--- src/rtl/vec_alu_pkg.sv ---
// Shared definitions for the vector ALU datapath: default geometry, opcodes,
// flag bit positions and the writeback FSM state type.
package vec_alu_pkg;

  localparam int VEC_N  = 18;
  localparam int VEC_V  = 3;
  localparam int VEC_AW = 16;

  localparam logic [2:0] OP_SUM = 3'b101;

  localparam int FLAG_V = 3;
  localparam int FLAG_C = 2;
  localparam int FLAG_Z = 1;
  localparam int FLAG_N = 0;

  typedef logic [VEC_V-1:0][VEC_N-1:0] vec_t;

  typedef enum logic {
    ST_IDLE  = 1'b0,
    ST_WRITE = 1'b1
  } wb_state_e;

  // A reduction leaves its whole answer in lane 0.
  function automatic logic is_reduction(input logic [2:0] op);
    return op == OP_SUM;
  endfunction

endpackage

--- src/rtl/vec_result_writeback.sv ---
// Accepts one vector ALU result per handshake and writes its lanes, one word
// per beat, to the scalar pixel-memory port; keeps the last accepted flags.
module vec_result_writeback
  import vec_alu_pkg::*;
#(
  parameter int N  = VEC_N,
  parameter int V  = VEC_V,
  parameter int AW = VEC_AW
) (
  input  logic                clk,
  input  logic                rst_n,
  input  logic                in_valid,
  output logic                in_ready,
  input  logic [V-1:0][N-1:0] in_result,
  input  logic [3:0]          in_flags,
  input  logic [2:0]          in_op,
  input  logic [AW-1:0]       in_addr,
  output logic                mem_we,
  output logic [AW-1:0]       mem_addr,
  output logic [N-1:0]        mem_wdata,
  input  logic                mem_ready,
  output logic [3:0]          flags_q,
  output logic                busy,
  output logic                done,
  output wb_state_e           fsm_state
);

  // Handshakes: a transfer happens on a rising edge where valid && ready.
  // The producer holds its payload stable until then; in_ready never depends
  // on in_valid, and mem_we/mem_addr/mem_wdata hold steady while mem_ready=0.

  localparam int LW = (V > 1) ? $clog2(V) : 1;
  localparam logic [LW-1:0] LAST_FULL = LW'(V - 1);

  wb_state_e           state, state_nx;
  logic [LW-1:0]       lane, last_lane;
  logic [V-1:0][N-1:0] lat_result;
  logic [AW-1:0]       base;
  logic                accept, beat, final_beat;

  assign accept     = in_valid && in_ready;
  assign beat       = (state == ST_WRITE) && mem_ready;
  assign final_beat = beat && (lane == last_lane);
  assign fsm_state  = state;

  always_ff @(posedge clk or negedge rst_n) begin
    if (!rst_n) state <= ST_IDLE;
    else        state <= state_nx;
  end

  always_comb begin
    state_nx = state;
    case (state)
      ST_IDLE:  if (in_valid) state_nx = ST_WRITE;
      ST_WRITE: if (final_beat) state_nx = ST_IDLE;
      default:  state_nx = ST_IDLE;
    endcase
  end

  // Every output is decoded from registers only, so a stalled beat cannot move.
  always_comb begin
    in_ready  = (state == ST_IDLE) && rst_n;
    busy      = (state == ST_WRITE);
    mem_we    = busy;
    mem_addr  = busy ? base + AW'(lane) : '0;
    mem_wdata = busy ? lat_result[lane] : '0;
  end

  always_ff @(posedge clk or negedge rst_n) begin
    if (!rst_n) begin
      lat_result <= '0;
      base       <= '0;
      flags_q    <= 4'b0000;
      lane       <= '0;
      last_lane  <= '0;
      done       <= 1'b0;
    end else begin
      done <= final_beat;
      if (accept) begin
        lat_result <= in_result;
        base       <= in_addr;
        flags_q    <= in_flags;
        lane       <= '0;
        last_lane  <= is_reduction(in_op) ? '0 : LAST_FULL;
      end else if (beat && !final_beat) begin
        lane <= lane + 1'b1;
      end
    end
  end

endmodule

--- config.mk ---
export PLATFORM = sky130hd
export DESIGN_NAME = vec_result_writeback
export DESIGN_NICKNAME = d
export VERILOG_FILES = /design/src/rtl/vec_alu_pkg.sv /design/src/rtl/vec_result_writeback.sv
export SDC_FILE = /design/constraint.sdc
export NUM_CORES = 1
export LEC_CHECK = 0
export BUFFER_PORTS_ARGS = -buffer_cell sky130_fd_sc_hd__buf_2
export CORE_ASPECT_RATIO = 1.4
export CORE_MARGIN = 2
export CORE_UTILIZATION = 35
export CTS_BUF_LIST = sky130_fd_sc_hd__clkbuf_4
export CTS_CLUSTER_SIZE = 20
export DETAILED_ROUTE_END_ITERATION = 6
export MAX_ROUTING_LAYER = met4
export PLACE_DENSITY = 0.56
export SLEW_MARGIN = 20
export SYNTH_ARGS = -nofsm -noshare
export SYNTH_HDL_FRONTEND = slang
export SYNTH_SLANG_ARGS = --single-unit
--- constraint.sdc ---
create_clock -name clk -period 4.93 [get_ports clk]
set_input_delay 0.986 -clock clk [delete_from_list [all_inputs] [get_ports clk]]
set_output_delay 0.986 -clock clk [all_outputs]
set_load 0.1 [all_outputs]
==> metrics.yaml <==
sta:
  slew_violations: 0
  finClkSkew_ns: 0.0124
  finalCritPeriodShare_pct: 79.8
  tightest_slew_ns: 1.08
  setup_viol: 0
  setup-tns-final_ns: 0
  period_minus_slack_ns: 3.93
  rsz0062_at_grt: "false"
  slew_headroom_pct: 27.9
  hold_viol: 0
  timing.fmax_mhz: 254
  fin_ws_ns: 0.998
setup_path:
  r2r_slack_ns: 2.55
  arrival_ns: 2.95
  endpoint_kind: "output pin"
  critical_path_class: "reg -> out"
  cp_cell_sequence: "buf_4, nor2b_2, nand2_1, o21ai_0, and2_1, buf_2"
  critical_path.max_fanout: 18
  cp_data_required_time_ns: 3.94
  start_kind: "flop"
  slowest_stage: "nor2b_2"
  max_stage_delay_ns: 0.69
cts:
  numClockSinks: 79
  post_cts_buffers: 0
  clk_latency_ns: 0.42
  cts-hold-fix-buffers: 0
  cts_tree: "yes"
  cts.repair.resized: 0
  clockBufferDepth: 2
  cts.clk_slew.worst_paths_ns: 0.13
  htreeDepth: 3
  clockRootBuffer: "clkbuf_4"
  numCtsBuffers: 9
synthesis:
  synth_largest_area_cell: "dfrtp_1"
  yosys_warnings: 0
  synth_edf_count: 0
  yosys.area.top_type_share_pct: 49.9
  syn_nets: 411
  ys_seq_area_share_pct: 49.9
  yosys-top-cells-count: "dfrtp_1, mux2_2, and2_1"
  yosysMostFrequentCell: "dfrtp_1"
  syn_avg_cell_area_um2: 12.1
  synth-seq-cells: 79
  syn_inst: 327
  synth_area_um2: 3960
  synth_cell_types: 31
  async_reset_ff_share_pct: 100
  synth_flop_cell: "dfrtp_1"
  synthTopCellsByArea: "dfrtp_1, mux2_2, mux2_1, and2_1, mux2i_1"
routing:
  via_per_inst: 4.68
  drc: 0
  wire_per_inst_um: 15.2
  drt_iter0_markers: 75
  vias: 2761
  first_pass_iters: 3
  routed_wirelength_mm: 8.99
  final_antenna_net_count: 0
layout:
  syn_to_final_growth_pct: 20.2
  seqCellArea_um2: 1980
  drive_gt1_share_pct: 43.8
  fin_cells: 590
  finish.instance_area_um2: 4760
  fillCellCount: 1131
  final_nets: 525
  multi_input_area_um2: 1810
run:
  drv_cap: 0
die:
  die_w_um: 93.9
  ios: 124
  dieArea_um2: 12200
  initial_core_util_pct: 35.5
  rows: 46
  core_area_um2: 11200
  die_h_um: 130
global_routing:
  overflow: 0
  grt_pass1_vias: 2816
  grt_antenna_before_repair: 1
  grt_usage_pct: 15.7
  grt_pass1_wl_mm: 14.2
  grt_max_degree: 81
hold_path:
  hold_class: "in -> async"
place:
  gp_congestion: 0.753
  dp_hpwl_mm: 6.29
  placedCellCount: 574
  pre_cts_ws_ns: 1.36
  place_area_um2: 4610
  portBuffers: 123
status:
  status: "finished clean"
[final timing paths]
check / from / endpoint / cells after the start
setup / recovery: lane[1] / mem_wdata[6] / 6
hold / removal: rst_n / lat_result[17] / 1
setup reg to reg: busy / lat_result[44] / 3
hold reg to reg: lat_result[41] / lat_result[41] / 1
max in group asynchronous: rst_n / lat_result[52] / 2
min in group clk: lat_result[41] / lat_result[41] / 1
[critical path, delay by kind of cell, from the launching register on]
family	cells	cell delay [ns]
buffers and inverters	2	0.79
DFF	1	0.66
AOI/OAI and AO/OA	1	0.09
and+or+nand+nor	3	0.98
[cell families after synthesis]
family	count (synthesis)	share of synthesized area, %
adder cells (fa/ha/maj)	3	1.14
AO/OA/AOI/OAI	26	3.41
AND/OR/NAND/NOR	90	12.7
XOR/XNOR	14	3.10
buffers and inverters	24	4.49
flip-flops	79	49.9
multiplexers	91	25.3
[sequential cells by signal, summed over array words and instances, names as in the netlist]
register / cells
lat_result: 54
base: 16
flags_q: 4
lane: 2
busy: 1
done: 1
last_lane: 1
[area by class of cell]
class / count / share of cell area, %
Tap cell: 144 / 3.78
Clock buffer: 10 / 1.58
Sequential cell: 79 / 41.6
Clock inverter: 5 / 1.55
Multi-Input combinational cell: 224 / 38.0
Timing Repair Buffer: 125 / 13.3
Inverter: 2 / 0.158
Antenna cell: 1 / 0.0526
[layer usage]
| layer | up-vias | GRT usage (%) | wire [µm] |
|---|---|---|---|
| met5 | - | - | 0 |
| met4 | 0 | 5.97 | 128 |
| met3 | 10 | 3.06 | 409 |
| met2 | 69 | 26.3 | 4570 |
| met1 | 1326 | 18.6 | 3880 |
| li1 | 1356 | - | - |
[per-stage QoR]
step | hold WS [ns] | util [%]
finish | 0.497 | 42.6
floorplan | 0.457 | -
global placement | 0.469 | 41.3
CTS | 0.484 | 42.6
detailed placement | 0.476 | 41.3
global route | 0.497 | 42.6
[cell usage in the layout, fill, tap and decap left out, drive strengths merged, types with 4 or more instances in the layout]
master and instances:
buf 125, dfrtp 79, mux2 72, and2 33, nand2 26, o21ai 20, mux2i 19, xnor2 10
clkbuf 10, nor2 6, nand4 6, nand3 5, a21oi 4, and3 4, xor2 4
Power is left out: the tool's default activity adds up to more than one toggle a clock period on the data nets, which glitch-free logic cannot reach.
